## src/rtl/mem_page_pkg.sv

```systemverilog
// Shared types for the page-memory initiator: FSM states and burst sizing.
package mem_page_pkg;

  localparam int PAGE_SIZE = 8;
  localparam int CNT_W     = $clog2(PAGE_SIZE) + 1;

  typedef logic [CNT_W-1:0] blen_t;

  typedef enum logic [2:0] {
    IDLE,
    FILL,
    LOAD,
    WRITE,
    READ,
    DONE
  } state_t;

endpackage

```

## src/rtl/mem_page_master_wbuf.sv

```systemverilog
// Write-burst staging buffer: one write port (fill side), one async read port (issue side).
module page_wbuf #(
  parameter int DEPTH  = 8,
  parameter int DATA_W = 8,
  localparam int IDX_W = $clog2(DEPTH)
) (
  input  logic              clk,
  input  logic              rst_n,
  input  logic              we_i,
  input  logic [IDX_W-1:0]  widx_i,
  input  logic [DATA_W-1:0] wdata_i,
  input  logic [IDX_W-1:0]  ridx_i,
  output logic [DATA_W-1:0] rdata_o
);

  logic [DATA_W-1:0] mem_q [DEPTH];

  always_ff @(posedge clk or negedge rst_n) begin
    if (!rst_n) begin
      for (int i = 0; i < DEPTH; i++) mem_q[i] <= '0;
    end else if (we_i) begin
      mem_q[widx_i] <= wdata_i;
    end
  end

  assign rdata_o = mem_q[ridx_i];

endmodule

```

## src/rtl/mem_page_master.sv

```systemverilog
// Page-memory initiator: takes one read/write burst command at a time and drives
// the responder's l_en/w_en/r_en strobes with back-to-back timing.
//
// state | meaning
// IDLE  | ready for a command
// FILL  | collecting write bytes into the buffer
// LOAD  | one cycle of l_en with the captured start address
// WRITE | len+1 cycles of w_en streaming the buffer
// READ  | len+1 cycles of r_en, bytes registered onto rd_data
// DONE  | one-cycle completion pulse (carries the last rd_valid of a read)
module mem_page_master
  import mem_page_pkg::*;
#(
  parameter int DATA_W    = 8,
  parameter int ADDR_W    = 8,
  parameter int PAGE_SIZE = mem_page_pkg::PAGE_SIZE
) (
  input  logic              clk,
  input  logic              rst_n,
  input  logic              cmd_valid,
  output logic              cmd_ready,
  input  logic              cmd_write,
  input  logic [ADDR_W-1:0] cmd_addr,
  input  logic [2:0]        cmd_len,
  input  logic              wd_valid,
  output logic              wd_ready,
  input  logic [DATA_W-1:0] wd_data,
  output logic              rd_valid,
  output logic [DATA_W-1:0] rd_data,
  output logic              busy,
  output logic              done,
  output logic              l_en,
  output logic              w_en,
  output logic              r_en,
  output logic [ADDR_W-1:0] addr,
  output logic [DATA_W-1:0] w_data,
  input  logic [DATA_W-1:0] r_data
);

  localparam int CW    = $clog2(PAGE_SIZE) + 1;
  localparam int IDX_W = $clog2(PAGE_SIZE);

  state_t            state_q, state_d;
  logic [ADDR_W-1:0] addr_q, addr_d;
  logic [CW-1:0]     len_q, len_d;
  logic [CW-1:0]     idx_q, idx_d;
  logic [CW-1:0]     cnt_q, cnt_d;
  logic              wr_q, wr_d;
  logic              rd_valid_q;
  logic [DATA_W-1:0] rd_data_q;
  logic              buf_we;
  logic [DATA_W-1:0] buf_rdata;

  page_wbuf #(
    .DEPTH  (PAGE_SIZE),
    .DATA_W (DATA_W)
  ) u_wbuf (
    .clk     (clk),
    .rst_n   (rst_n),
    .we_i    (buf_we),
    .widx_i  (idx_q[IDX_W-1:0]),
    .wdata_i (wd_data),
    .ridx_i  (cnt_q[IDX_W-1:0]),
    .rdata_o (buf_rdata)
  );

  always_ff @(posedge clk or negedge rst_n) begin
    if (!rst_n) begin
      state_q    <= IDLE;
      addr_q     <= '0;
      len_q      <= '0;
      idx_q      <= '0;
      cnt_q      <= '0;
      wr_q       <= 1'b0;
      rd_valid_q <= 1'b0;
      rd_data_q  <= '0;
    end else begin
      state_q    <= state_d;
      addr_q     <= addr_d;
      len_q      <= len_d;
      idx_q      <= idx_d;
      cnt_q      <= cnt_d;
      wr_q       <= wr_d;
      rd_valid_q <= (state_q == READ);
      if (state_q == READ) rd_data_q <= r_data;
    end
  end

  always_comb begin
    state_d   = state_q;
    addr_d    = addr_q;
    len_d     = len_q;
    idx_d     = idx_q;
    cnt_d     = cnt_q;
    wr_d      = wr_q;
    cmd_ready = 1'b0;
    wd_ready  = 1'b0;
    buf_we    = 1'b0;
    l_en      = 1'b0;
    w_en      = 1'b0;
    r_en      = 1'b0;
    addr      = '0;
    w_data    = '0;
    done      = 1'b0;
    busy      = (state_q != IDLE);

    case (state_q)
      IDLE: begin
        cmd_ready = 1'b1;
        if (cmd_valid) begin
          addr_d  = cmd_addr;
          len_d   = CW'(cmd_len);
          wr_d    = cmd_write;
          idx_d   = '0;
          cnt_d   = '0;
          state_d = cmd_write ? FILL : LOAD;
        end
      end
      FILL: begin
        wd_ready = 1'b1;
        if (wd_valid) begin
          buf_we = 1'b1;
          idx_d  = idx_q + CW'(1);
          if (idx_q == len_q) state_d = LOAD;
        end
      end
      LOAD: begin
        l_en    = 1'b1;
        addr    = addr_q;
        state_d = wr_q ? WRITE : READ;
      end
      WRITE: begin
        w_en   = 1'b1;
        w_data = buf_rdata;
        cnt_d  = cnt_q + CW'(1);
        if (cnt_q == len_q) state_d = DONE;
      end
      READ: begin
        r_en  = 1'b1;
        cnt_d = cnt_q + CW'(1);
        if (cnt_q == len_q) state_d = DONE;
      end
      DONE: begin
        done    = 1'b1;
        state_d = IDLE;
      end
      default: state_d = IDLE;
    endcase
  end

  assign rd_valid = rd_valid_q;
  assign rd_data  = rd_data_q;

endmodule

```

## config.mk

```make
export PLATFORM = sky130hd
export DESIGN_NAME = mem_page_master
export DESIGN_NICKNAME = d
export VERILOG_FILES = /design/src/rtl/mem_page_pkg.sv /design/src/rtl/mem_page_master_wbuf.sv /design/src/rtl/mem_page_master.sv
export SDC_FILE = /design/constraint.sdc
export NUM_CORES = 1
export LEC_CHECK = 0
export ABC_CLOCK_PERIOD_IN_PS = 3700
export BUFFER_PORTS_ARGS = -buffer_cell sky130_fd_sc_hd__buf_2
export CAP_MARGIN = 20
export CORE_AREA = 2 2 89 91
export CTS_CLUSTER_DIAMETER = 120
export DETAILED_ROUTE_END_ITERATION = 6
export DIE_AREA = 0 0 91 93
export GPL_ROUTABILITY_DRIVEN = 1
export GPL_TIMING_DRIVEN = 0
export PLACE_DENSITY = 0.86
export SETUP_SLACK_MARGIN = 0.5
export SYNTH_ARGS = -nofsm -noshare
export SYNTH_HDL_FRONTEND = slang
export SYNTH_SLANG_ARGS = --single-unit
```

## constraint.sdc

```tcl
create_clock -name clk -period 3.7 [get_ports clk]
set_input_delay 0.925 -clock clk [delete_from_list [all_inputs] [get_ports clk]]
set_output_delay 0.925 -clock clk [all_outputs]
set_load 0.02 [all_outputs]
```

* Yosys cells after proc, flatten, opt, wreduce, memory -nomap -nowiden
Index checks and enable logic that the tools add are counted.
** Operators by class
- $add $sub $neg :: 2
- Order comparisons :: 3
- Equal/unequal tests :: 11
- Muxes and demuxes :: 27
- Bitwise operators :: 2
- Reduce and logical (&&, ||, !) cells :: 10
** Operator list (count)
- bitwise mux 64 bit :: 1
- two-way mux 8 bit :: 5
- binary-select mux 8 bit (select 3 bit) :: 1
- demux 8 bit (select 3 bit) :: 1
- case mux 4 bit (2 select lines) :: 2
- two-way mux 3 bit :: 5
- case mux 3 bit (4 select lines) :: 1
- adder 4 x 1 -> 4 bit, second input constant :: 2
- equality test 4 x 3 -> 1 bit :: 2
- >= comparator 4 bit, second input constant :: 2
- two-way mux 1 bit :: 8
- two-way mux 4 bit :: 2
- NOT 3 -> 4 bit :: 2
- equality test 3 x 2 -> 1 bit, second input constant :: 2
- equality test 3 bit, second input constant :: 2
- != test 2 bit, second input constant :: 3
- less-than comparator 4 x 1 -> 1 bit, second input constant :: 1
- AND reduction 2 bit :: 2
- AND reduction 4 bit :: 1
- nonzero test 2 bit :: 2
- equality test 3 x 1 -> 1 bit, second input constant :: 1
- logical NOT 3 bit :: 1
- AND reduction 3 bit :: 1
- nonzero test 3 bit :: 1
- 4 further kinds :: 4
** Storage, ports and cells
- Flip-flop bits (word level) :: 96

* Longest topological paths before layout
- Depth after elaboration :: 6
- Gate-level depth with buffers :: 7
- Gate-level depth less buffers :: 5

* By module
Synthesis repeated with hierarchy kept, for this count alone.
** Unflattened totals
- Cells, all modules :: 331
- Area total of the unflattened synthesis :: 4819.6 um^2
** Modules (own cells, without submodules)
- page_wbuf :: times used 1, cells an instance 172, area an instance 2992.9 um^2
- mem_page_master :: times used 1, cells an instance 159, area an instance 1826.8 um^2

* Worst setup path before layout
Ideal clock, no wire load.
- Kind :: reg-to-output
- Start point :: register state_q[1]
- End point :: output addr[0]
- Data arrival time :: 1.751 ns
- Data required time :: 2.775 ns
- Setup slack :: 1.024 ns
- Stages on the path, launching flop included :: 4
- Buffers on the path :: 1
- Cells stage by stage :: dfrtp_1 -> buf_2 -> nor3b_1 -> and2_1
** On the way
- Cells in the longest elaborated chain, start to end :: 2
** RTL lines
- start: declaration :: RTL line mem_page_master.sv:43 : state_t state_q, state_d;
- start signal: assignment :: RTL line mem_page_master.sv:78 : state_q <= state_d;
- equality test 3 x 2 -> 1 bit :: RTL line mem_page_master.sv:107 : case (state_q)
- two-way mux 8 bit :: RTL line mem_page_master.sv:107
- end: declaration :: RTL line mem_page_master.sv:35 : output logic [ADDR_W-1:0] addr,
Every way passes these cells.

* Worst setup path after layout
- Start point :: register cnt_q[1]
- End point :: output w_data[7]
** On the way
- Cells in the longest elaborated chain, start to end :: 5
** RTL lines
- start: declaration :: RTL line mem_page_master.sv:47 : logic [CW-1:0] cnt_q, cnt_d;
- start signal: assignment :: RTL line mem_page_master.sv:82 : cnt_q <= cnt_d;
- NOT 3 -> 4 bit (implied by the code) :: RTL line mem_page_master_wbuf.sv:26 : assign rdata_o = mem_q[ridx_i];
- binary-select mux 8 bit (select 3 bit) :: RTL line mem_page_master_wbuf.sv:26
- two-way mux 8 bit (implied by the code) (2 in a row) :: RTL line mem_page_master_wbuf.sv:26
- two-way mux 8 bit :: RTL line mem_page_master.sv:107
- end: declaration :: RTL line mem_page_master.sv:36 : output logic [DATA_W-1:0] w_data,
Every way passes these cells. The select of a mux whose other input is x is not followed.

==> impl_metrics.yaml <==
clock_tree:
  cts_sinks: 96
  cts_max_level: 3
  ctsHoldBuffers: 0
  cts_buffers: 9
  clk_latency_ns: 0.37
  cts_tree: "yes"
  clkTransAtPathRegs_ns: 0.10
  cts-root-buf: "clkbuf_8"
  post_cts_buffers: 0
  max-clock-path-buffers: 2
critical_path:
  r2r_end: "u_wbuf.mem_q[47]"
  worstPathArrival_ns: 2.12
  required_ns: 2.77
  end_kind: "primary output"
  reg2reg_depth: 4
  reg2reg_from: "state_q[2]"
  path_class: "reg2out"
  cp-start-kind: "flip-flop"
  crit_fanout: 10
  startpoint: "cnt_q[1]"
  r2r_setup_slack_ns: 1.63
floorplan:
  initial_core_util_pct: 60.2
  io_pins: 64
  core_area_sq_um: 7530
  die_w_um: 91
  dieHeight_um: 93
  dieArea_sq_um: 8460
  row_count: 32
power:
  pwr-share-clk_pct: 18.6
  p_seq_share_pct: 40.7
  irDropWorstVdd_uv: 405
  p_int_mw: 2.55
  pwr-share-comb_pct: 40.7
  cellLeakagePower_nw: 2.61
  power_density_nw_per_um2: 772
  sw_frac_of_total_pct: 36.8
  power_switching_mw: 1.49
cells_and_area:
  layout-drive-gt1-share_pct: 48.8
  antenna-diode-count: 0
  multi_input_comb_area_sq_um: 2040
  fin_nets: 435
  fin_util_pct: 69.5
  final_cell_mix: "dfrtp_1 (96), mux2_2 (77), buf_2 (69)"
  nFillCells: 539
  register_area_sq_um: 2400
  final_common_cell: "dfrtp_1"
  area_growth_pct: 15.5
routing:
  firstDrtPassIters: 4
  drt_iter0_drc: 198
  postRouteAntennaNets: 0
  drc: 0
  routed_wl_mm: 9.36
  viasPerCell: 5.69
  wl_per_cell_um: 18.4
  dr_total_vias: 2893
sta:
  worst_pin_slew_ns: 0.842
  finalHoldViolCount: 0
  setup_viol: 0
  min_period_ns: 3.05
  relSlewSlack_pct: 43.8
  tns_ns: 0
  fmax_ghz: 0.328
  fin_crit_sh_pct: 82.4
  grt_setup_unrepaired: "no"
  clock_skew_ns: 0.0135
  drv_slew: 0
synth:
  async_reset_ff_share_pct: 100
  yosys.cell_types.count: 40
  synth_nets: 360
  syn-cell-area_sq_um: 4530
  netlist_instances: 326
  ys_seq_area_share_pct: 53.0
  synth_area_per_cell_sq_um: 13.9
  synth-main-ff-cell: "dfrtp_1"
  synth_warnings: 0
  synth_seq_cells: 96
  synth-edff-count: 0
place:
  place_congestion: 0.753
  place_hpwl_mm: 6.30
  port_buffers: 63
global_route:
  grt_pass1_vias: 3023
  antenna_found_initial: 0
  grt_overflow: 0
  grt_max_degree: 70
  grt_usage_pct: 23.6
  grt_pass1_wl_mm: 15.2
outcome:
  status: "completed"
flow_run:
  cap_viol_max_count: 0
min_path:
  worstHoldPathType: "in2async"
==> cells by family after synthesis <==
logic type	after synthesis	synth area share [%]
AO/OA/AOI/OAI	16	2.26
XOR/XNOR	9	1.74
adder cells (fa/ha/maj)	2	0.552
buffers and inverters	21	2.21
flip-flops	96	53.0
multiplexers	102	29.1
AND/OR/NAND/NOR	80	11.2
==> synth_stat cells, types with 3 or more instances <==
cell,number,area [sq um]
dfrtp_1,96,2400
mux2_2,77,867
nand2_1,32,120
mux4_2,16,360
nor2_1,14,52.6
mux2i_1,9,90.1
and2_1,8,50.1
buf_2,8,40.0
o21ai_0,8,40.0
xor2_1,7,61.3
inv_1,5,18.8
clkbuf_1,4,15.0
buf_4,3,22.5
nand3_1,3,15.0
nand3b_4,3,60.1
nor3b_4,3,56.3
==> layout make-up <==
class                      count  area share [%]
tap                          102            2.44
clock inverter                 7            1.82
buffer                        15            1.55
clock buffer                   9            2.37
sequential                    96            45.9
multi-input combinational    209            38.9
inverter                       6           0.430
timing repair buffer          64            6.60
==> registers in the layout, summed over array words and instances, names as in the netlist <==
register / count
rd_data: 8
addr_q: 8
rd_valid: 1
idx_q: 4
cnt_q: 4
wr_q: 1
state_q: 3
len_q: 3
u_wbuf.mem_q: 64
==> worst max path at each step <==
stage,endpoint,slack (ns),depth (start not counted)
floorplan,addr[0],1.02,3
global placement,w_data[7],0.72,6
detailed placement,w_data[7],0.71,6
CTS,w_data[7],0.57,6
global route,w_data[7],0.57,6
finish,w_data[7],0.65,6
==> metal layers <==
metal	vias up	GRT usage, %	part of all wire, %
met2	87	38.9	52
li1	1326	-	-
met1	1467	31.7	41
met4	0	10.2	1.5
met5	-	0	0
met3	13	3.55	6.2
==> critical path, stage by stage, from the launching register on <==
cell	delay [ns]
dfrtp_1	0.36
clkbuf_2	0.30
clkbuf_4	0.34
mux4_2	0.32
mux2i_1	0.15
nor2_1	0.08
buf_2	0.19
==> what timing repair did <==
action / CTS / global route
resized for setup: 1 / 2
cloned: 0 / 0
endpoints found under the setup margin: 8 / 3
endpoints found under the hold margin: 0 / 0
==> through the flow <==
stage	std cells	worst slack, ns	instance area, sq um	power, mW	hold slack [ns]
2_1_floorplan	326	1.02	4530	2.83	0.472
3_3_place_gp	491	0.724	4980	3.18	0.453
3_5_place_dp	492	0.708	5010	3.29	0.460
4_1_cts	508	0.571	5230	4.05	0.471
5_1_grt	508	0.566	5230	4.28	0.493
6_report	508	0.652	5230	4.04	0.467
==> power by group through the flow <==
| stage | clock, mW | sequential, mW | combinational [mW] |
|---|---|---|---|
| after CTS | 0.758 | 1.64 | 1.65 |
| after global placement | 0 | 1.62 | 1.56 |
| after detailed placement | 0 | 1.66 | 1.63 |
| final | 0.750 | 1.65 | 1.64 |
| after global routing | 0.804 | 1.69 | 1.79 |
| after floorplan | 0 | 1.65 | 1.19 |
No activity file was read; power rests on OpenSTA's default activity.
